$ cat src/rtl/eric_pkg.sv
// -----------------------------------------------------------------------------
// eric_pkg
// Shared definitions for the memory arbiter: FSM state encoding, requester
// identifiers and the word-alignment mask used to detect misaligned data
// accesses.
// -----------------------------------------------------------------------------
package eric_pkg;

    typedef enum logic [1:0] {
        IDLE = 2'd0,
        BUSY = 2'd1,
        RESP = 2'd2
    } state_e;

    // Requester identifiers; also the encoding of the last-grant register.
    localparam logic REQ_IF = 1'b0;
    localparam logic REQ_D  = 1'b1;

    // Byte-address bits that must be zero for a 32-bit word access.
    localparam logic [1:0] ALIGN_MASK = 2'b11;

    function automatic logic is_misaligned(input logic [1:0] addr_lsbs);
        return (addr_lsbs & ALIGN_MASK) != 2'b00;
    endfunction

endpackage

$ cat src/rtl/mem_arb_rr2.sv
// -----------------------------------------------------------------------------
// arb_rr2
// Two-way round-robin picker. When both requesters are pending, the one that
// was not granted last wins; otherwise the only pending requester wins.
// Output is meaningless when neither request is pending.
//
// Ports
//   i_req_if  fetch request pending
//   i_req_d   data request pending
//   i_last    requester granted most recently (REQ_IF / REQ_D)
//   o_winner  requester to grant (REQ_IF / REQ_D)
// -----------------------------------------------------------------------------
module arb_rr2
    import eric_pkg::*;
(
    input  logic i_req_if,
    input  logic i_req_d,
    input  logic i_last,
    output logic o_winner
);

    always_comb begin
        o_winner = REQ_IF;
        if (i_req_if && i_req_d) begin
            o_winner = ~i_last;
        end else if (i_req_d) begin
            o_winner = REQ_D;
        end
    end

endmodule

$ cat src/rtl/mem_arb.sv
// -----------------------------------------------------------------------------
// mem_arb
// Arbitrates an instruction-fetch port and a data port onto a single memory
// port, one access outstanding at a time (IDLE -> BUSY -> RESP -> IDLE).
// Accesses that see no i_m_ready for TIMEOUT cycles complete with an error;
// misaligned data accesses complete with an error without touching memory.
//
// Ports
//   i_clk, i_rst                clock, synchronous active-high reset
//   i_if_req/i_if_addr          fetch request; addr[1] selects the halfword
//   o_if_ack/o_if_rdata/o_if_err  fetch completion pulse, halfword, error
//   i_d_req/i_d_we/i_d_addr/i_d_wdata  data request (store when we=1)
//   o_d_ack/o_d_rdata/o_d_err   data completion pulse, load data, error
//   o_m_req/o_m_we/o_m_addr/o_m_wdata  memory access (held for whole access)
//   i_m_ready/i_m_rdata         memory completion and read data
// -----------------------------------------------------------------------------
module mem_arb
    import eric_pkg::*;
#(
    parameter int AW      = 32,
    parameter int TIMEOUT = 16
) (
    input  logic          i_clk,
    input  logic          i_rst,
    input  logic          i_if_req,
    input  logic [AW-1:0] i_if_addr,
    output logic          o_if_ack,
    output logic [15:0]   o_if_rdata,
    output logic          o_if_err,
    input  logic          i_d_req,
    input  logic          i_d_we,
    input  logic [AW-1:0] i_d_addr,
    input  logic [31:0]   i_d_wdata,
    output logic          o_d_ack,
    output logic [31:0]   o_d_rdata,
    output logic          o_d_err,
    output logic          o_m_req,
    output logic          o_m_we,
    output logic [AW-1:0] o_m_addr,
    output logic [31:0]   o_m_wdata,
    input  logic          i_m_ready,
    input  logic [31:0]   i_m_rdata
);

    localparam logic [7:0] WAIT_LAST = 8'(TIMEOUT - 1);

    state_e        state_q, state_d;
    logic [7:0]    wait_q, wait_d;
    logic          last_q, last_d;
    logic          gnt_q, gnt_d;
    logic [AW-1:0] addr_q, addr_d;
    logic          hsel_q, hsel_d;
    logic          we_q, we_d;
    logic [31:0]   wdata_q, wdata_d;
    logic [31:0]   rdata_q, rdata_d;
    logic          err_q, err_d;

    logic winner;
    logic any_req;
    logic busy;
    logic if_ack;
    logic d_ack;

    // Byte-lane bit 0 of a fetch address carries no information for
    // halfword fetches.
    logic unused_if_addr_b0;
    assign unused_if_addr_b0 = i_if_addr[0];

    arb_rr2 u_arb (
        .i_req_if (i_if_req),
        .i_req_d  (i_d_req),
        .i_last   (last_q),
        .o_winner (winner)
    );

    assign any_req = i_if_req | i_d_req;

    always_comb begin
        state_d = state_q;
        wait_d  = wait_q;
        last_d  = last_q;
        gnt_d   = gnt_q;
        addr_d  = addr_q;
        hsel_d  = hsel_q;
        we_d    = we_q;
        wdata_d = wdata_q;
        rdata_d = rdata_q;
        err_d   = err_q;

        case (state_q)
            IDLE: begin
                if (any_req) begin
                    gnt_d   = winner;
                    last_d  = winner;
                    wait_d  = 8'd0;
                    rdata_d = 32'd0;
                    err_d   = 1'b0;
                    state_d = BUSY;
                    if (winner == REQ_D) begin
                        addr_d  = {i_d_addr[AW-1:2], 2'b00};
                        hsel_d  = 1'b0;
                        we_d    = i_d_we;
                        wdata_d = i_d_wdata;
                        // Misaligned data never reaches memory but still
                        // consumes this grant turn.
                        if (is_misaligned(i_d_addr[1:0])) begin
                            err_d   = 1'b1;
                            state_d = RESP;
                        end
                    end else begin
                        addr_d  = {i_if_addr[AW-1:2], 2'b00};
                        hsel_d  = i_if_addr[1];
                        we_d    = 1'b0;
                        wdata_d = 32'd0;
                    end
                end
            end
            BUSY: begin
                if (i_m_ready) begin
                    rdata_d = we_q ? 32'd0 : i_m_rdata;
                    err_d   = 1'b0;
                    state_d = RESP;
                end else if (wait_q == WAIT_LAST) begin
                    rdata_d = 32'd0;
                    err_d   = 1'b1;
                    state_d = RESP;
                end else begin
                    wait_d = wait_q + 8'd1;
                end
            end
            RESP: begin
                state_d = IDLE;
            end
            default: begin
                state_d = IDLE;
            end
        endcase
    end

    always_ff @(posedge i_clk) begin
        if (i_rst) begin
            state_q <= IDLE;
            wait_q  <= 8'd0;
            last_q  <= REQ_D;
            gnt_q   <= REQ_IF;
            addr_q  <= '0;
            hsel_q  <= 1'b0;
            we_q    <= 1'b0;
            wdata_q <= 32'd0;
            rdata_q <= 32'd0;
            err_q   <= 1'b0;
        end else begin
            state_q <= state_d;
            wait_q  <= wait_d;
            last_q  <= last_d;
            gnt_q   <= gnt_d;
            addr_q  <= addr_d;
            hsel_q  <= hsel_d;
            we_q    <= we_d;
            wdata_q <= wdata_d;
            rdata_q <= rdata_d;
            err_q   <= err_d;
        end
    end

    // Memory-side outputs are only driven during an access so the port is
    // quiet in IDLE/RESP.
    assign busy      = (state_q == BUSY);
    assign o_m_req   = busy;
    assign o_m_we    = busy & we_q;
    assign o_m_addr  = busy ? addr_q : '0;
    assign o_m_wdata = busy ? wdata_q : 32'd0;

    assign if_ack = (state_q == RESP) && (gnt_q == REQ_IF);
    assign d_ack  = (state_q == RESP) && (gnt_q == REQ_D);

    assign o_if_ack   = if_ack;
    assign o_if_rdata = if_ack ? (hsel_q ? rdata_q[31:16] : rdata_q[15:0]) : 16'd0;
    assign o_if_err   = if_ack & err_q;
    assign o_d_ack    = d_ack;
    assign o_d_rdata  = d_ack ? rdata_q : 32'd0;
    assign o_d_err    = d_ack & err_q;

endmodule

$ cat config.mk
export PLATFORM = sky130hd
export DESIGN_NAME = mem_arb
export DESIGN_NICKNAME = d
export VERILOG_FILES = /design/src/rtl/eric_pkg.sv /design/src/rtl/mem_arb_rr2.sv /design/src/rtl/mem_arb.sv
export SDC_FILE = /design/constraint.sdc
export NUM_CORES = 1
export LEC_CHECK = 0
export ABC_AREA = 1
export BUFFER_PORTS_ARGS = -buffer_cell sky130_fd_sc_hd__buf_2
export CORE_ASPECT_RATIO = 1.2
export CORE_MARGIN = 2
export CORE_UTILIZATION = 48
export DETAILED_ROUTE_END_ITERATION = 6
export GPL_ROUTABILITY_DRIVEN = 0
export GPL_TIMING_DRIVEN = 1
export PLACE_DENSITY = 0.82
export REMOVE_ABC_BUFFERS = 1
export SYNTH_ARGS = -nofsm -noshare
export SYNTH_HDL_FRONTEND = slang
export SYNTH_SLANG_ARGS = --single-unit
$ cat constraint.sdc
create_clock -name i_clk -period 2.15 [get_ports i_clk]
set_clock_uncertainty 0.1 [all_clocks]
set_input_delay 0.645 -clock i_clk [delete_from_list [all_inputs] [get_ports i_clk]]
set_output_delay 0.645 -clock i_clk [all_outputs]
set_load 0.01 [all_outputs]
==> results.py <==
metrics = {
    "pwr": {
        "p_per_area_nw_per_um2": 670.0,
        "max-vdd-ir-drop_mv": 0.4626,
        "leakagePower_nw": 3.497,
        "total_power_w": 0.005673,
    },
    "setup_path": {
        "critPathMaxFanout": 8,
        "worst_ep_required_time_ns": 1.40,
        "crit_arrival_ns": 1.61,
        "critPathCaptureType": "primary output",
        "crit_type": "flop to primary output",
        "critPathLaunchType": "flop",
    },
    "floorplan": {
        "die_x_um": 102.4,
        "core.rowCount": 43,
        "io_pins": 252,
        "fp.coreArea_um2": 11460,
        "chipHeight_um": 122.1,
        "start_util_pct": 48.68,
        "dieArea_um2": 12500,
    },
    "outcome": {
        "status": "finished, violations left",
        "violations": "negative setup slack",
    },
    "clock_network": {
        "clock-sinks": 109,
        "htree_num_levels": 3,
        "clock_latency_ns": 0.35,
        "cts_tree": "done",
        "path_clk_slew_ns": 0.07,
        "cts_buffers": 9,
        "cts_buffer_depth": 2,
        "root_buffer": "clkbuf_16",
    },
    "route": {
        "drt_iter0_drc": 406,
        "vias": 6265,
        "routedWlPerCell_um": 15.43,
        "dr.pass1.iters": 4,
        "drc_errors": 0,
        "antenna_left": 0,
        "wirelength_um": 19160,
        "vias_per_cell": 5.044,
    },
    "cells_and_area": {
        "num_antenna_cells": 0,
        "multi_input_area_um2": 3173,
        "areaGrowthSynthToFinish_pct": 51.78,
        "final_cells": 1242,
        "nFillCells": 840,
        "drive_above_1_share_pct": 41.94,
        "seq_area_um2": 2186,
        "fin_area_um2": 8468,
        "fin_util_pct": 73.89,
        "nets": 1215,
    },
    "global_routing": {
        "grt_overflow": 0,
        "grt_antenna_before_repair": 0,
        "grt_usage_pct": 24.08,
        "grt_pass1_vias": 5253,
        "grt_max_degree": 62,
        "grt_pass1_wl_um": 24220,
    },
    "synth": {
        "syn_area_um2": 5579,
        "ys_types": 29,
        "syn_avg_cell_area_um2": 6.682,
        "ys_seq_area_share_pct": 39.11,
        "synth_cells": 835,
        "synth-seq-cells": 109,
        "synth_warnings": 0,
    },
    "timing": {
        "tightest_slew_ns": 0.8972,
        "max_freq_ghz": 0.4238,
        "post-route-period-util_pct": 109.8,
        "relSlewSlack_pct": 40.10,
        "period_minus_slack_ns": 2.360,
        "rsz0062_at_grt": "yes",
        "hold_viol": 0,
        "whs_ns": 0.3657,
        "finalMaxSlewViolations": 0,
        "layout_setup_ws_ns": -0.2099,
        "setup_viol": 115,
    },
    "placed_design": {
        "postPlaceCellArea_um2": 6922,
        "hpwl_um": 10670,
        "io_buffers": 248,
        "placed_cells": 1201,
    },
    "worst_hold_path": {
        "hp-class": "flop to flop",
    },
    "job": {
        "drv_cap": 0,
    },
}
state kept, by name, indices dropped and copies added (netlist names):
signal,cells
wdata_q,32
rdata_q,32
we_q,1
last_q,1
wait_q,8
hsel_q,1
state_q,2
gnt_q,1
err_q,1
addr_q,30
synthesized netlist by cell type:
| cell type | count | area (um2) |
|---|---|---|
| a21oi_1 | 60 | 300.3 |
| o21ai_0 | 20 | 100.1 |
| clkbuf_1 | 26 | 97.59 |
| nor2_4 | 2 | 22.52 |
| a21oi_2 | 28 | 245.2 |
| nor3_1 | 3 | 15.01 |
| ha_1 | 1 | 12.51 |
| buf_12 | 3 | 60.06 |
| nand2_1 | 163 | 611.8 |
| nor2_2 | 1 | 6.260 |
| conb_1 | 1 | 3.750 |
| inv_1 | 110 | 412.9 |
| nand2_4 | 2 | 22.52 |
| nor3b_1 | 1 | 7.510 |
| o21ai_4 | 1 | 16.27 |
| nand2_2 | 30 | 187.7 |
| nor2_1 | 147 | 551.8 |
| o21ai_2 | 2 | 17.52 |
| o21ai_1 | 12 | 60.06 |
| inv_2 | 5 | 18.77 |
| dfxtp_1 | 109 | 2182 |
| buf_4 | 6 | 45.04 |
| buf_2 | 20 | 100.1 |
| buf_1 | 1 | 3.750 |
| a31oi_1 | 30 | 187.7 |
| nand3_2 | 1 | 10.01 |
| nand2_8 | 1 | 20.02 |
| nor2_8 | 1 | 20.02 |
| nand3_1 | 48 | 240.2 |
cell usage in the layout (no fill, tap or decap), types with 16 or more instances in the layout:
master     count
a21oi_1       60
a21oi_2       28
a31oi_1       30
buf_2        191
buf_4         18
buf_6         60
clkbuf_16     16
dfxtp_1      106
inv_1        108
nand2_1      163
nand2_2       30
nand3_1       48
nor2_1        76
nor2_4        60
o21ai_0       20
power breakdown:
group / leakage [nW] / internal (W) / switching [W] / total (W)
registers: 0.892 / 0.00219 / 0.0000942 / 0.00228
logic: 2.46 / 0.000651 / 0.00103 / 0.00168
clock network: 0.143 / 0.000944 / 0.000770 / 0.00171
total: 3.50 / 0.00378 / 0.00189 / 0.00567
repair_timing:
action	4_1_cts	5_1_grt
setup endpoints to repair	51	114
buffers inserted	5	6
hold buffers	0	0
resized for setup	12	200
pin swaps	10	11
cloned	1	13
cells by family (layout without fill, tap and decap cells):
logic type               after synthesis  in the layout  share of synthesized area, %
adder cells (fa/ha/maj)                1              1                        0.2242
buffers and inverters                171            419                         13.23
AO/OA/AOI/OAI                        153            153                         16.62
flip-flops                           109            109                         39.11
other                                  1              2                       0.06722
AND/OR/NAND/NOR                      400            401                         30.75
final timing paths:
check,start,end,slack [ns],depth (start not counted)
setup / recovery,state_q[1]$_SDFFE_PP0P_,o_if_rdata[3],-0.21,5
hold / removal,wdata_q[17]$_SDFFE_PP0P_,wdata_q[17]$_SDFFE_PP0P_,0.37,2
setup reg to reg,state_q[0]$_SDFFE_PP0P_,addr_q[19]$_SDFFE_PP0P_,0.07,7
hold reg to reg,wdata_q[17]$_SDFFE_PP0P_,wdata_q[17]$_SDFFE_PP0P_,0.37,2
critical path: stages, from the launching register on:
cell and delay (ns):
dfxtp_2 0.35, inv_4 0.05, nor3_4 0.26, clkinvlp_4 0.30, nor2_2 0.16, buf_2 0.14
per-stage QoR:
stage	TNS, ns	setup slack [ns]
2_1_floorplan	-19.59	-0.4448
3_3_place_gp	0	0.1651
5_1_grt	-15.35	-0.2531
3_5_place_dp	0	0.1034
4_1_cts	-5.260	-0.1219
6_report	-9.179	-0.2099
final cells by class:
class / instances / share of cell area, %
clock buffer: 12 / 2.911
clock inverter: 4 / 0.6501
inverter: 115 / 5.319
multi-input combinational: 557 / 37.47
sequential: 109 / 25.81
tap: 157 / 2.320
timing repair buffer: 286 / 25.33
timing repair inverter: 2 / 0.1921
per-layer routing:
metal / vias to the layer above / routed length (um) / GRT usage, %
met5: - / 0 / 0
met4: 0 / 540 / 9.667
met1: 2851 / 7290 / 29.20
li1: 3092 / - / -
met2: 272 / 10250 / 42.35
met3: 50 / 1086 / 3.500
Note: power is estimated with default switching activity, not from simulation.
